<file path="src/rtl/spi_reg_responder.sv">
// SPI target register responder: {rw,addr[6:0]} command byte, then data bytes; fully clocked on i_clk.
// Define SPI_RESP_BURST_EN to auto-increment the address on each byte after byte 1.
module spi_reg_responder #(
  parameter int         DEPTH   = 16,
  parameter logic [7:0] RST_VAL = 8'h00,
  localparam int        AW      = (DEPTH > 1) ? $clog2(DEPTH) : 1
) (
  input  logic          i_clk,
  input  logic          i_rst,
  input  logic          i_cpol,
  input  logic          i_cpha,
  input  logic          i_SCK_s,
  input  logic          i_CS_s,
  input  logic          i_MOSI_s,
  output logic          o_MISO_s,
  input  logic [AW-1:0] i_rd_addr,
  output logic [7:0]    o_rd_data,
  output logic          o_wr_stb,
  output logic [6:0]    o_wr_addr,
  output logic [7:0]    o_wr_data,
  output logic          o_busy,
  output logic          o_err
);

`ifdef SPI_RESP_BURST_EN
  localparam bit BURST = 1'b1;
`else
  localparam bit BURST = 1'b0;
`endif

  typedef enum logic [1:0] {IDLE, CMD, DATA} state_e;

  state_e      state_q, state_d;
  logic [1:0]  sck_sync_q, cs_sync_q, mosi_sync_q;
  logic        sck_prev_q, cs_prev_q;
  logic        cpol_q, cpol_d, cpha_q, cpha_d;
  logic [2:0]  bit_cnt_q, bit_cnt_d;
  logic [6:0]  rx_q, rx_d;
  logic [7:0]  tx_q, tx_d;
  logic        miso_q, miso_d;
  logic [6:0]  addr_q, addr_d;
  logic        rw_q, rw_d, first_q, first_d;
  logic        wr_stb_q, wr_stb_d, err_q, err_d;
  logic [6:0]  wr_addr_q, wr_addr_d;
  logic [7:0]  wr_data_q, wr_data_d;
  logic [7:0]  rd_data_q;
  logic [7:0]  regs_q [DEPTH];

  logic        sck_s, cs_s, mosi_s, sck_edge, lead, trail, sample, drive, cs_fall, cs_rise;
  logic [7:0]  rx_byte, rd_val;
  logic [6:0]  addr_inc, rd_a;
  logic        we;

  assign sck_s    = sck_sync_q[1];
  assign cs_s     = cs_sync_q[1];
  assign mosi_s   = mosi_sync_q[1];
  assign sck_edge = sck_s ^ sck_prev_q;
  assign lead     = sck_edge && (sck_prev_q == cpol_q);
  assign trail    = sck_edge && (sck_prev_q != cpol_q);
  assign sample   = cpha_q ? trail : lead;
  assign drive    = cpha_q ? lead : trail;
  assign cs_fall  = !cs_s && cs_prev_q;
  assign cs_rise  = cs_s && !cs_prev_q;
  assign rx_byte  = {rx_q, mosi_s};
  assign addr_inc = addr_q + 7'd1;
  // Only one register lookup is ever needed per cycle: the command address or the next burst address.
  assign rd_a     = (state_q == CMD) ? rx_byte[6:0] : addr_inc;
  assign rd_val   = (int'(rd_a) < DEPTH) ? regs_q[rd_a[AW-1:0]] : 8'h00;

  always_comb begin
    state_d   = state_q;
    cpol_d    = cpol_q;
    cpha_d    = cpha_q;
    bit_cnt_d = bit_cnt_q;
    rx_d      = rx_q;
    tx_d      = tx_q;
    miso_d    = miso_q;
    addr_d    = addr_q;
    rw_d      = rw_q;
    first_d   = first_q;
    wr_stb_d  = 1'b0;
    wr_addr_d = wr_addr_q;
    wr_data_d = wr_data_q;
    err_d     = 1'b0;
    we        = 1'b0;
    if (state_q == IDLE) begin
      if (cs_fall) begin
        state_d   = CMD;
        cpol_d    = i_cpol;
        cpha_d    = i_cpha;
        bit_cnt_d = 3'd0;
        tx_d      = 8'h00;
        miso_d    = 1'b0;
      end
    end else begin
      if (sample) begin
        rx_d      = rx_byte[6:0];
        bit_cnt_d = bit_cnt_q + 3'd1;
        if (bit_cnt_q == 3'd7) begin
          if (state_q == CMD) begin
            state_d = DATA;
            rw_d    = rx_byte[7];
            addr_d  = rx_byte[6:0];
            first_d = 1'b1;
            tx_d    = rx_byte[7] ? rd_val : 8'h00;
          end else begin
            first_d = 1'b0;
            tx_d    = (BURST && rw_q) ? rd_val : 8'h00;
            if (BURST) addr_d = addr_inc;
            if ((first_q || BURST) && !rw_q) begin
              we        = int'(addr_q) < DEPTH;
              wr_stb_d  = 1'b1;
              wr_addr_d = addr_q;
              wr_data_d = rx_byte;
            end
          end
        end
      end
      if (drive) begin
        miso_d = tx_q[7];
        tx_d   = {tx_q[6:0], 1'b0};
      end
      // A byte completing in this same cycle has already committed above and wrapped the counter.
      if (cs_rise) begin
        state_d = IDLE;
        miso_d  = 1'b0;
        tx_d    = 8'h00;
        err_d   = (bit_cnt_d != 3'd0);
      end
    end
  end

  always_ff @(posedge i_clk) begin
    if (i_rst) begin
      // CS sync resets "low" so a frame already in flight never produces a falling edge.
      sck_sync_q  <= '0;
      cs_sync_q   <= '0;
      mosi_sync_q <= '0;
      sck_prev_q  <= 1'b0;
      cs_prev_q   <= 1'b0;
      state_q     <= IDLE;
      cpol_q      <= 1'b0;
      cpha_q      <= 1'b0;
      bit_cnt_q   <= 3'd0;
      rx_q        <= '0;
      tx_q        <= '0;
      miso_q      <= 1'b0;
      addr_q      <= '0;
      rw_q        <= 1'b0;
      first_q     <= 1'b0;
      wr_stb_q    <= 1'b0;
      wr_addr_q   <= '0;
      wr_data_q   <= '0;
      err_q       <= 1'b0;
      rd_data_q   <= RST_VAL;
      for (int i = 0; i < DEPTH; i++) regs_q[i] <= RST_VAL;
    end else begin
      sck_sync_q  <= {sck_sync_q[0], i_SCK_s};
      cs_sync_q   <= {cs_sync_q[0], i_CS_s};
      mosi_sync_q <= {mosi_sync_q[0], i_MOSI_s};
      sck_prev_q  <= sck_s;
      cs_prev_q   <= cs_s;
      state_q     <= state_d;
      cpol_q      <= cpol_d;
      cpha_q      <= cpha_d;
      bit_cnt_q   <= bit_cnt_d;
      rx_q        <= rx_d;
      tx_q        <= tx_d;
      miso_q      <= miso_d;
      addr_q      <= addr_d;
      rw_q        <= rw_d;
      first_q     <= first_d;
      wr_stb_q    <= wr_stb_d;
      wr_addr_q   <= wr_addr_d;
      wr_data_q   <= wr_data_d;
      err_q       <= err_d;
      rd_data_q   <= (int'(i_rd_addr) < DEPTH) ? regs_q[i_rd_addr] : 8'h00;
      if (we) regs_q[addr_q[AW-1:0]] <= rx_byte;
    end
  end

  assign o_MISO_s  = miso_q;
  assign o_rd_data = rd_data_q;
  assign o_wr_stb  = wr_stb_q;
  assign o_wr_addr = wr_addr_q;
  assign o_wr_data = wr_data_q;
  assign o_busy    = (state_q != IDLE);
  assign o_err     = err_q;

endmodule

</file>
<file path="config.mk">
export PLATFORM = sky130hd
export DESIGN_NAME = spi_reg_responder
export DESIGN_NICKNAME = d
export VERILOG_FILES = /design/src/rtl/spi_reg_responder.sv
export SDC_FILE = /design/constraint.sdc
export NUM_CORES = 1
export LEC_CHECK = 0
export ABC_AREA = 1
export BUFFER_PORTS_ARGS = -buffer_cell sky130_fd_sc_hd__buf_4
export CORE_ASPECT_RATIO = 0.9
export CORE_MARGIN = 8
export CORE_UTILIZATION = 45
export CTS_BUF_LIST = sky130_fd_sc_hd__clkbuf_8
export DETAILED_ROUTE_END_ITERATION = 8
export PLACE_DENSITY = 0.59
export SYNTH_ARGS = -nofsm -noshare
export SYNTH_HDL_FRONTEND = slang
export SYNTH_SLANG_ARGS = --single-unit
</file>
<file path="constraint.sdc">
create_clock -name i_clk -period 4 [get_ports i_clk]
set_input_delay 0.6 -clock i_clk [delete_from_list [all_inputs] [get_ports i_clk]]
set_output_delay 0.6 -clock i_clk [all_outputs]
set_load 0.1 [all_outputs]
</file>
==> results.md <==
- RSZ-0062 raised after global routing: no
- CTS sink count: 193
- Syn Nets: 1113
- Clk Latency, worst-skew pair: 0.47 ns
- Number of global-route vias before repair: 7740
- Layout Utilization: 0.499
- Comb power frac: 0.276
- Worst Setup Start Kind: register
- # hold bufs at CTS: 0
- Least-Margin Pin Slew: 1.07 ns
- Initial Util: 0.457
- Pwr dens: 465 nW/µm²
- Worst EP arrival: 3.12 ns
- Synthesis Warnings: 0
- Top cells by area, synth: edfxtp_1, dfxtp_1, nand3_1
- Routed len/inst: 21.3 µm
- Seq/Total Area, Yosys: 0.542
- Critical Path RT: 4.13 ns
- DIE HEIGHT: 154 µm
- Final hold vios: 0
- Core area: 20800 µm²
- Sequential power share: 0.472
- Clock-pin slew on the worst setup and hold paths: 0.10 ns
- Prevailing post-synth register cell: edfxtp_1
- Initial antenna violation count: 1
- GR Util All Layers: 0.234
- Site row count: 50
- Max-Cap Viols: 0
- Grt ovf: 0
- Htree depth: 4
- CTS tree: built
- Critical path class: reg -> reg
- EDFF count, synth: 128
- Final Skew: 0.0145 ns
- Max Fclk: 0.334 GHz
- Worst path max stage delay: 0.71 ns
- Pin count of the biggest net entering global routing: 65
- DRT antenna net count: 0
- Setup TNS: 0 ns
- First-pass GRT wire length: 46300 µm
- Clock power share: 0.252
- I/O Buffers: 37
- Mapped cell area: 9500 µm²
- Max Slew Vio Count: 0
- Total Power: 4.81 mW
- Fin crit share: 0.748
- Tmin final: 2.99 ns
- Finish-stage setup viols: 0
- Synth Register Bits: 193
- Outcome: finished clean
- GPL Wtd Cong: 0.877
- Switch Pwr: 1.84 mW
- Distinct cells, synth: 31
- Area share of the largest cell type after synthesis: 0.405
- Most common cell on crit path: ha_1
- Worst Setup End Kind: register
- Via count: 8264
- Io pins: 38
- Antenna diodes: 0
- Critical Path Fanout Max: 11
- Die Area: 26000 µm²
- Multi-input gate area: 3920 µm²
- Ys async rst share: 0
- # fillers: 2081
- Register Area: 5140 µm²
- Crit-path cells: ha_1 -> ha_1 -> nand3_1 -> nor2_1 -> nand2_4 -> nor3_4 -> buf_4 -> nand3_4 -> nand2_1
- Vias/cell: 5.90
- Worst min path class: in -> reg
- CTS Buffer Depth: 2
- Pre-antenna DRT Iters: 6
- Post-DP HPWL: 19600 µm
- Total Routed Length: 29900 µm
- Cts repair resizes: 0
- Internal: 2.98 mW
- Total setup buffers inserted after CTS: 0
- CP max-delay cell: nor3_4
- Nets@finish: 1119
- Layout cells sized above 1: 0.110
- Root Buffer: clkbuf_8
- Switching part of the total power: 0.382
- Max IR drop VDD: 218 µV
- Syn Area/Cell: 8.67 µm²
- Leakage power: 3.67 nW
- DRC Markers: 0
- Max-Slew Margin vs Limit: 0.281
- Synth area leader: edfxtp_1
- Total CTS buffers: 17
- Cells after synthesis: 1096
- Die width: 169 µm
- Synthesis-to-finish area growth: 9.01%
- Iteration-0 DRC count of the detailed router: 1229
-- metal layers --
layer,global-route usage,wire length (µm)
met5,0,9
met4,0.107,1290
met3,0.0545,2960
met2,0.354,13200
met1,0.313,12400
-- final timing paths --
| path | cells after the start | from | to | slack [ns] |
|---|---|---|---|---|
| max | 9 | bit_cnt_q[0] | regs_q[4][0] | 1.01 |
| min | 3 | i_SCK_s | sck_sync_q[0] | 0.32 |
| max reg2reg | 9 | bit_cnt_q[0] | regs_q[4][0] | 1.01 |
| min reg2reg | 2 | sck_sync_q[0] | sck_sync_q[1] | 0.41 |
-- kinds of logic after synthesis --
group           synth area share
fa+ha+maj                0.00790
compound gates             0.118
simple gates               0.277
mux                      0.00211
flops                      0.542
xor+xnor                 0.00553
buf+inv                   0.0478
-- power by group through the flow --
stage / clock network, mW / logic [mW] / registers, mW
floorplan: 0 / 0.864 / 2.33
global placement: 0 / 1.29 / 2.31
detailed placement: 0 / 1.29 / 2.31
CTS: 1.24 / 1.29 / 2.27
global route: 1.30 / 1.44 / 2.28
finish: 1.21 / 1.33 / 2.27
-- worst max-delay path: cells and delay by family, from the launching register on --
family,cells,cell delay (ns)
simple gates,6,1.57
buf+inv,1,0.32
flops,1,0.38
fa+ha+maj,2,0.37
-- flip-flops by register name, indices dropped and copies added (netlist names), 2 cells and up --
register / flops
regs_q: 128
cs_sync_q: 2
sck_sync_q: 2
o_wr_addr: 7
tx_q: 8
state_q: 2
bit_cnt_q: 3
rx_q: 7
o_rd_data: 8
o_wr_data: 8
mosi_sync_q: 2
addr_q: 7
-- metrics by stage --
stage	std cells	hold slack [ns]	setup WS, ns	area (µm²)
floorplan	1096	0.388	1.60	9500
global placement	1369	0.389	1.09	10000
detailed placement	1369	0.396	1.02	10000
CTS	1401	0.293	0.988	10400
global route	1401	0.309	0.848	10400
finish	1401	0.322	1.01	10400
-- cell usage in the layout, fill, tap and decap left out, types with 7 or more instances in the layout --
cell / instances
o21ai_0: 97
nor2_2: 7
nor2_1: 214
buf_4: 56
a21oi_1: 50
clkbuf_8: 17
o211ai_1: 9
nand3_4: 10
clkinv_1: 10
nand2_1: 160
edfxtp_1: 128
inv_1: 30
o221ai_1: 23
nand3_1: 171
dfxtp_1: 65
o22ai_1: 9
-- final cells by class --
cell class	instances	share of cell area
clock buffers	17	0.0226
clock inverters	15	0.0118
inverters	42	0.0152
multi-input cells	792	0.378
flip-flops and latches	193	0.497
well taps	286	0.0346
repair buffers	56	0.0406
-- Yosys cell counts (all sizes together) (9+ instances only) --
| cell type | number |
|---|---|
| inv | 32 |
| o221ai | 23 |
| a21oi | 50 |
| o211ai | 9 |
| clkbuf | 51 |
| edfxtp | 128 |
| nand3 | 187 |
| dfxtp | 65 |
| buf | 18 |
| nor2 | 221 |
| o22ai | 9 |
| clkinv | 10 |
| nand2 | 166 |
| o21ai | 102 |
(Power assumes the default switching activity.)
